$ cat config.mk
export PLATFORM = sky130hd
export DESIGN_NAME = fds_sample_scheduler
export DESIGN_NICKNAME = d
export VERILOG_FILES = /design/src/rtl/fds_pkg.sv /design/src/rtl/fds_coord_gen.sv /design/src/rtl/fds_sample_scheduler.sv
export SDC_FILE = /design/constraint.sdc
export NUM_CORES = 1
export LEC_CHECK = 0
export BUFFER_PORTS_ARGS = -buffer_cell sky130_fd_sc_hd__buf_2
export CAP_MARGIN = 20
export CORE_ASPECT_RATIO = 1.5
export CORE_MARGIN = 2
export CORE_UTILIZATION = 50
export DETAILED_ROUTE_END_ITERATION = 10
export GPL_TIMING_DRIVEN = 0
export PLACE_DENSITY = 0.76
export REMOVE_ABC_BUFFERS = 1
export SLEW_MARGIN = 20
export SYNTH_ARGS = -nofsm -noshare
export SYNTH_HDL_FRONTEND = slang
export SYNTH_SLANG_ARGS = --single-unit
$ cat constraint.sdc
create_clock -name clk -period 1.7 [get_ports clk]
set_input_delay 0.17 -clock clk [delete_from_list [all_inputs] [get_ports clk]]
set_output_delay 0.17 -clock clk [all_outputs]
set_load 0.005 [all_outputs]
$ cat src/rtl/fds_pkg.sv
// Shared types and constants for the FDS sample scheduler.
package fds_pkg;

    localparam int unsigned FracW = 8;

    typedef enum logic [1:0] {
        StIdle,
        StRun,
        StDone
    } state_e;

endpackage

$ cat src/rtl/fds_coord_gen.sv
// One axis of the sampling grid: Q8.8 stride accumulator with integer/fraction split
// and clamping at the input edge.
module fds_coord_gen
    import fds_pkg::*;
#(
    parameter int unsigned HIN        = 27,
    parameter int unsigned STRIDE_Q88 = 369,
    localparam int unsigned SrcW      = (HIN > 1) ? $clog2(HIN) : 1,
    localparam int unsigned AccW      = SrcW + 1 + FracW
) (
    input  logic             clk,
    input  logic             rst,
    input  logic             clr,
    input  logic             adv,
    output logic [SrcW-1:0]  src,
    output logic [FracW-1:0] frac
);

    localparam logic [AccW+16:0] StrideExt = (AccW + 17)'(STRIDE_Q88);
    localparam logic [SrcW:0]    SrcMax    = (SrcW + 1)'(HIN - 1);

    logic [AccW-1:0]  acc_q, acc_d;
    logic [AccW+16:0] sum;
    logic [SrcW:0]    int_part;
    logic             over;

    // Saturate rather than wrap so a runaway accumulator still reads as clamped.
    always_comb begin
        sum   = {17'd0, acc_q} + StrideExt;
        acc_d = acc_q;
        if (clr) begin
            acc_d = '0;
        end else if (adv) begin
            acc_d = (|sum[AccW+16:AccW]) ? '1 : sum[AccW-1:0];
        end
    end

    always_ff @(posedge clk) begin
        if (rst) begin
            acc_q <= '0;
        end else begin
            acc_q <= acc_d;
        end
    end

    always_comb begin
        int_part = acc_q[AccW-1:FracW];
        over     = int_part > SrcMax;
        src      = over ? SrcMax[SrcW-1:0] : int_part[SrcW-1:0];
        frac     = over ? '0 : acc_q[FracW-1:0];
    end

endmodule

$ cat src/rtl/fds_sample_scheduler.sv
// Walks channel / output row / output column and emits one fractional source sample
// request per output pixel over a valid/ready handshake.
module fds_sample_scheduler
    import fds_pkg::*;
#(
    parameter int unsigned CIN        = 64,
    parameter int unsigned HIN        = 27,
    parameter int unsigned HOUT       = 19,
    parameter int unsigned STRIDE_Q88 = 369,
    localparam int unsigned CW        = (CIN > 1) ? $clog2(CIN) : 1,
    localparam int unsigned HW        = (HIN > 1) ? $clog2(HIN) : 1,
    localparam int unsigned OW        = (HOUT > 1) ? $clog2(HOUT) : 1
) (
    input  logic             clk,
    input  logic             rst,
    input  logic             start,
    output logic             busy,
    output logic             done,
    output logic             req_valid,
    input  logic             req_ready,
    output logic [CW-1:0]    src_c,
    output logic [HW-1:0]    src_y,
    output logic [HW-1:0]    src_x,
    output logic [FracW-1:0] frac_y,
    output logic [FracW-1:0] frac_x,
    output logic [OW-1:0]    dst_y,
    output logic [OW-1:0]    dst_x,
    output logic             req_last
);

    if (CIN < 1 || HOUT < 1 || HIN < 2 || STRIDE_Q88 == 0 || STRIDE_Q88 > 65535)
    begin : g_param_check
        $error("fds_sample_scheduler: illegal parameter set");
    end

    localparam logic [CW-1:0] CLast = CW'(CIN - 1);
    localparam logic [OW-1:0] OLast = OW'(HOUT - 1);

    state_e        state_q, state_d;
    logic [CW-1:0] c_q, c_d;
    logic [OW-1:0] y_q, y_d;
    logic [OW-1:0] x_q, x_d;
    logic          run, fire, x_end, y_end, c_end, beat_last;

    assign run       = (state_q == StRun);
    assign fire      = run & req_ready;
    assign x_end     = (x_q == OLast);
    assign y_end     = (y_q == OLast);
    assign c_end     = (c_q == CLast);
    assign beat_last = c_end & y_end & x_end;

    always_comb begin
        state_d = state_q;
        case (state_q)
            StIdle:  if (start) state_d = StRun;
            StRun:   if (fire && beat_last) state_d = StDone;
            StDone:  state_d = StIdle;
            default: state_d = StIdle;
        endcase
    end

    always_ff @(posedge clk) begin
        if (rst) begin
            state_q <= StIdle;
        end else begin
            state_q <= state_d;
        end
    end

    // Counters wrap to zero on the final beat, so IDLE always starts from (0,0,0).
    always_comb begin
        c_d = c_q;
        y_d = y_q;
        x_d = x_q;
        if (fire) begin
            x_d = x_end ? '0 : x_q + OW'(1);
            if (x_end) begin
                y_d = y_end ? '0 : y_q + OW'(1);
                if (y_end) begin
                    c_d = c_end ? '0 : c_q + CW'(1);
                end
            end
        end
    end

    always_ff @(posedge clk) begin
        if (rst) begin
            c_q <= '0;
            y_q <= '0;
            x_q <= '0;
        end else begin
            c_q <= c_d;
            y_q <= y_d;
            x_q <= x_d;
        end
    end

    fds_coord_gen #(
        .HIN        (HIN),
        .STRIDE_Q88 (STRIDE_Q88)
    ) u_coord_x (
        .clk  (clk),
        .rst  (rst),
        .clr  (fire & x_end),
        .adv  (fire & ~x_end),
        .src  (src_x),
        .frac (frac_x)
    );

    fds_coord_gen #(
        .HIN        (HIN),
        .STRIDE_Q88 (STRIDE_Q88)
    ) u_coord_y (
        .clk  (clk),
        .rst  (rst),
        .clr  (fire & x_end & y_end),
        .adv  (fire & x_end & ~y_end),
        .src  (src_y),
        .frac (frac_y)
    );

    assign busy      = (state_q != StIdle);
    assign done      = (state_q == StDone);
    assign req_valid = run;
    assign req_last  = run & beat_last;
    assign src_c     = c_q;
    assign dst_y     = y_q;
    assign dst_x     = x_q;

endmodule
# Yosys cells after proc, flatten, opt, wreduce, memory -nomap -nowiden
# Index checks and enable logic that the tools add are counted.
# W data, S select, Z words.
[totals] reg_bits=46 out_inout_bits=46 elab_cells=52
[op_classes] addsub=5 magnitude_cmp=2 eq_ne=7 n_mux=12 n_bitwise=10 reduce_logical=10
[ops] operator="$reduce_or A17 Y1" count=2
[ops] operator="$add A14 B9 Y15 const B" count=2
[ops] operator="$mux W14" count=2
[ops] operator="$mux W5" count=4
[ops] operator="$mux W8" count=2
[ops] operator="$gt A6 B5 Y1 const B" count=2
[ops] operator="$add A5 B1 Y5 const B" count=2
[ops] operator="$eq A5 B5 Y1 const B" count=2
[ops] operator="$and A1 B1 Y1" count=8
[ops] operator="$add A6 B1 Y6 const B" count=1
[ops] operator="$eq A6 B6 Y1 const B" count=1
[ops] operator="$mux W6" count=1
[ops] operator="$mux W2" count=2
[ops] operator="$pmux W2 S2" count=1
[ops] operator="$reduce_and A2 Y1" count=2
[ops] operator="$reduce_or A2 Y1" count=2
[ops] operator="$reduce_and A3 Y1" count=1
[ops] operator="$eq A2 B1 Y1 const B" count=1
[ops] operator="$eq A2 B2 Y1 const B" count=1
[ops] operator="$logic_not A2 Y1" count=1
[ops] operator="$ne A2 B1 Y1 const B" count=1
[ops] operator="$ne A2 B2 Y1 const B" count=1
[ops] operator="$not A1 Y1" count=2
[ops] operator="$reduce_bool A2 Y1" count=1
[ops] operator="$logic_and A1 B1 Y1" count=1

# Logic depth before layout (Yosys ltp)
[depth] word_depth=6 depth_mapped=8 ltp_nobuf=6

# Modules after synthesis
# A second synthesis with hierarchy kept.
[unflattened] hier_cells=316 area_unflattened_um2=2671.3
[by_module_without_submodules] mod="fds_coord_gen" instances=2 cells_per_inst=106 area_each_um2=877.1 seq_area_each_um2=280.3
[by_module_without_submodules] mod="fds_sample_scheduler" instances=1 cells_per_inst=104 area_each_um2=917.1 seq_area_each_um2=360.3

# Least setup slack after synthesis
# No wires, ideal clock.
[synth_timing] path_type="register -> register" startpoint="register y_q[0] (netlist: dst_y[0])" endpoint="register u_coord_y.acc_q[10]" setup_time_ps=123 t_arrival_ps=1694 required_time_ps=1577 slack_ps=-118 path_stages_with_launch=8 n_path_buf=1 period_less_slack_ps=1818 path_cell_list="dfxtp_1 > inv_1 > ha_1 > and4bb_1 > buf_6 > nor3_4 > nand3_1 > mux2_1"
[synth_between] elab_chain_cells=3 word_cells_on_any_way=5
[synth_rtl] element="start: declaration" line="fds_sample_scheduler.sv:41" source="logic [OW-1:0] y_q, y_d;"
[synth_rtl] element="start signal: assignment" line="fds_sample_scheduler.sv:93" source="y_q <= y_d;"
[synth_rtl] element="$eq A5 B5 Y1 *" line="fds_sample_scheduler.sv:48" source="assign y_end = (y_q == OLast);"
[synth_rtl] element="$and A1 B1 Y1 or $not A1 Y1 (tied branches)" line="fds_sample_scheduler.sv:116, fds_sample_scheduler.sv:117"
[synth_rtl] element="$reduce_or A2 Y1 (no source line) or $and A1 B1 Y1 (tied branches)"
[synth_rtl] element="end signal: assignment" line="fds_coord_gen.sv:40" source="acc_q <= '0;"
[synth_rtl] element="end signal: assignment" line="fds_coord_gen.sv:42" source="acc_q <= acc_d;"
[synth_rtl] element="end: declaration" line="fds_coord_gen.sv:22" source="logic [AccW-1:0] acc_q, acc_d;"
# Every way passes the cells marked *; elsewhere a longest branch is shown, timed or not.
# A chain may end at the register's enable or synchronous reset.

# Final worst setup path
[layout_timing] startpoint="register x_q[0] (netlist: dst_x[0])" endpoint="register c_q[5] (netlist: src_c[5])"
[layout_between] elab_chain_cells=2
[layout_rtl] element="start: declaration" line="fds_sample_scheduler.sv:42" source="logic [OW-1:0] x_q, x_d;"
[layout_rtl] element="start signal: assignment" line="fds_sample_scheduler.sv:90" source="x_q <= '0;"
[layout_rtl] element="start signal: assignment" line="fds_sample_scheduler.sv:94" source="x_q <= x_d;"
[layout_rtl] element="$eq A5 B5 Y1" line="fds_sample_scheduler.sv:47" source="assign x_end = (x_q == OLast);"
[layout_rtl] element="$reduce_and A3 Y1 (no source line)"
[layout_rtl] element="end signal: assignment" line="fds_sample_scheduler.sv:88" source="c_q <= '0;"
[layout_rtl] element="end signal: assignment" line="fds_sample_scheduler.sv:92" source="c_q <= c_d;"
[layout_rtl] element="end: declaration" line="fds_sample_scheduler.sv:40" source="logic [CW-1:0] c_q, c_d;"
# Every way passes these cells.

==> flow_summary.ini <==
[placement]
gp_congestion = 0.821
port_buffers = 49
pre_cts_ws_ps = -885
dp_hpwl_mm = 4.38
dp_cells = 421

[detailed_routing]
viasPerCell = 6.09
wl_met3_um = 414
routed_wl_mm = 7.73
drt_iter0_markers = 266
first_pass_iters = 5
wl_met2_mm = 4.11
drc_errors = 0
vias = 2821
final_antenna_net_count = 0
wire_per_inst_um = 16.7
routed.top_layer = met4
drt-met1-wl_mm = 3.06

[critical_path]
cp-end-kind = flop
cp_num_cells = 6
crit_chain = inv_2 > ha_4 > and4bb_4 > nand3_4 > or4_4 > a21oi_2
worst-path-max-fanout = 8
arrival_ps = 1950
crit-reg2reg-launch = dst_x[0]
critPathBufInv = 1
crit_type = flop to flop
start_kind = flop
crit_slowest_cell = or4_4
critPathLaunch = dst_x[0]
crit_required_ps = 1930
reg2regPathDepth = 6
cp_top_family = simple AND/OR/NAND/NOR gates
slowest_delay_ps = 490

[min_path]
whs_path_depth = 3
min_from = start
hp-class = input pin to flop

[timing]
period_minus_slack_ps = 1720
hold_viol = 0
rsz0062_at_grt = true
period_share_pct = 101
worstMarginPinSlew_ps = 552
maxSlewViolCount = 0
setup-violations-final = 4
slew_headroom_pct = 63.1
fin_ws_ps = -19.7
finClkSkew_ps = 5.00
setup_tns_ps = -37.6
max_freq_mhz = 582

[grt]
first_global_vias = 2641
grt-ovfl-total = 0
grt_usage_pct = 24.7
antenna_found_initial = 0
grt_max_degree = 18
grt_first_pass_wirelength_mm = 12.0

[status]
status = finished with violations
violations = setup timing

[flow_run]
cap_violations = 0

[clock_network]
clock_path_buffers = 2
clk_latency_ps = 300
clkTransAtPathRegs_ps = 90
cts_tree = built
cts_buffers = 5
ctsHoldBuffers = 0
cts_htree_levels = 2
clock_sinks = 46
cts-root-buf = clkbuf_8

[power]
pwr_density_cell_nw_per_um2 = 590
p_total_w = 0.00214
ir_worst_vdd_v = 0.000516
leakagePower_nw = 1.46

[floorplan]
rows = 32
ios = 50
fp.dieW_um = 64.1
start_util_pct = 52.1
die_y_um = 94.2
die-area_um2 = 6040
core_um2 = 5200

[logic_synthesis]
netlist_area_um2 = 2710
synthFlopType = dfxtp_1
async_reset_ff_share_pct = 0
synth_cell_types = 55
ys_ff_latch = 46
synth_edf_count = 0
avgSynthCellArea_um2 = 8.45
syn_inst = 321
yosys_warnings = 0
yosysSeqAreaShare_pct = 33.9

[layout]
drive_gt1_share_pct = 39.7
antenna_cells = 0
instances_no_fill = 463
finalNetCount = 405
syn_to_final_growth_pct = 33.7
what timing repair did:
action	4_1_cts	5_1_grt
setup endpoints to repair	57	54
pin swaps	5	14
buffers inserted	20	11
cloned	3	0
resized for setup	36	41
cell usage after synthesis (all sizes together), types with 2 or more instances:
| cell | instances | area share, % |
|---|---|---|
| a211oi | 8 | 2.2 |
| a21boi | 3 | 0.83 |
| a21o | 2 | 0.55 |
| a21oi | 27 | 5.0 |
| a22oi | 4 | 1.1 |
| a2bb2oi | 2 | 0.65 |
| a311oi | 3 | 0.97 |
| a31oi | 9 | 2.1 |
| a41oi | 2 | 0.65 |
| and2 | 21 | 4.8 |
| and3 | 7 | 1.6 |
| and4b | 3 | 1.1 |
| and4bb | 2 | 0.92 |
| buf | 13 | 2.9 |
| clkbuf | 4 | 0.55 |
| dfxtp | 46 | 34 |
| ha | 7 | 3.2 |
| inv | 4 | 0.55 |
| nand2 | 18 | 2.6 |
| nand3 | 18 | 3.8 |
| nand4 | 15 | 3.5 |
| nand4bb | 2 | 1.4 |
| nor2 | 25 | 3.6 |
| nor2b | 4 | 0.92 |
| nor3 | 14 | 3.0 |
| nor3b | 2 | 0.55 |
| nor4 | 7 | 2.4 |
| o21ai | 4 | 0.74 |
| o31ai | 5 | 1.6 |
| or2 | 7 | 1.6 |
| or3 | 6 | 1.4 |
| or4 | 2 | 0.55 |
| xnor2 | 7 | 2.3 |
| xor2 | 8 | 2.6 |
registers in the layout, summed over array words and instances (netlist names):
name / flops
dst_x: 5
dst_y: 5
src_c: 6
state_q: 2
u_coord_x.acc_q: 14
u_coord_y.acc_q: 14
path summary, 6_finish.rpt:
check / to / slack, ps
worst min register to register: u_coord_x.acc_q[9] / 520
worst min-delay path: state_q[0] / 110
worst max-delay path: src_c[5] / -20
worst max register to register: src_c[5] / -20
layer usage:
metal | vias to the layer above | track usage (%)
li1 | 1342 | -
met1 | 1343 | 28.8
met2 | 117 | 43.7
met3 | 19 | 4.08
met4 | 0 | 11.3
met5 | - | 0
placed cells by master (no fill, tap or decap), drive strengths merged, types with 8 or more instances in the layout:
| cell type | Yosys | routed |
|---|---|---|
| nor3 | 14 | 14 |
| nand2 | 18 | 19 |
| a211oi | 8 | 8 |
| dfxtp | 46 | 46 |
| a31oi | 9 | 9 |
| nand4 | 15 | 15 |
| nand3 | 18 | 18 |
| nor2 | 25 | 25 |
| buf | 13 | 80 |
| and2 | 21 | 21 |
| a21oi | 27 | 28 |
| xor2 | 8 | 8 |
worst reg2reg max path, cell delays in order (launching register included):
cell	delay, ps
dfxtp_2	330
inv_2	70
ha_4	150
and4bb_4	370
nand3_4	120
or4_4	490
a21oi_2	130
final cells by class:
cell class | instances | area (µm²)
tap | 68 | 85.1
clock buffer | 5 | 68.8
inverter | 4 | 17.5
timing repair buffer | 80 | 497
clock inverter | 3 | 40.0
fill | 407 | 1580
multi-input combinational | 257 | 1980
sequential | 46 | 941
kinds of logic (layout without fill, tap and decap cells):
family / Yosys count / in the layout / synth area share, %
DFF: 46 / 46 / 33.9
adders and majority gates: 7 / 7 / 3.23
and+or+nand+nor: 159 / 161 / 36.0
muxes: 2 / 2 / 0.784
buffers and inverters: 21 / 92 / 4.01
AOI/OAI and AO/OA: 71 / 72 / 17.2
xor gates and xnor gates: 15 / 15 / 4.84
power breakdown:
part           internal, W  switching [W]
Clock             0.000433       0.000378
Combinational    0.0000897       0.000121
Sequential         0.00109      0.0000284
stage by stage:
| stage | cell area, µm² | hold slack [ps] | util [%] |
|---|---|---|---|
| after CTS | 3380 | 104 | 65.0 |
| after detailed placement | 2950 | 435 | 56.7 |
| final | 3630 | 114 | 69.7 |
| after floorplan | 2620 | 239 | - |
| after global routing | 3630 | 112 | 69.7 |
| after global placement | 2950 | 427 | 56.7 |
No activity file was read; power rests on OpenSTA's default activity.
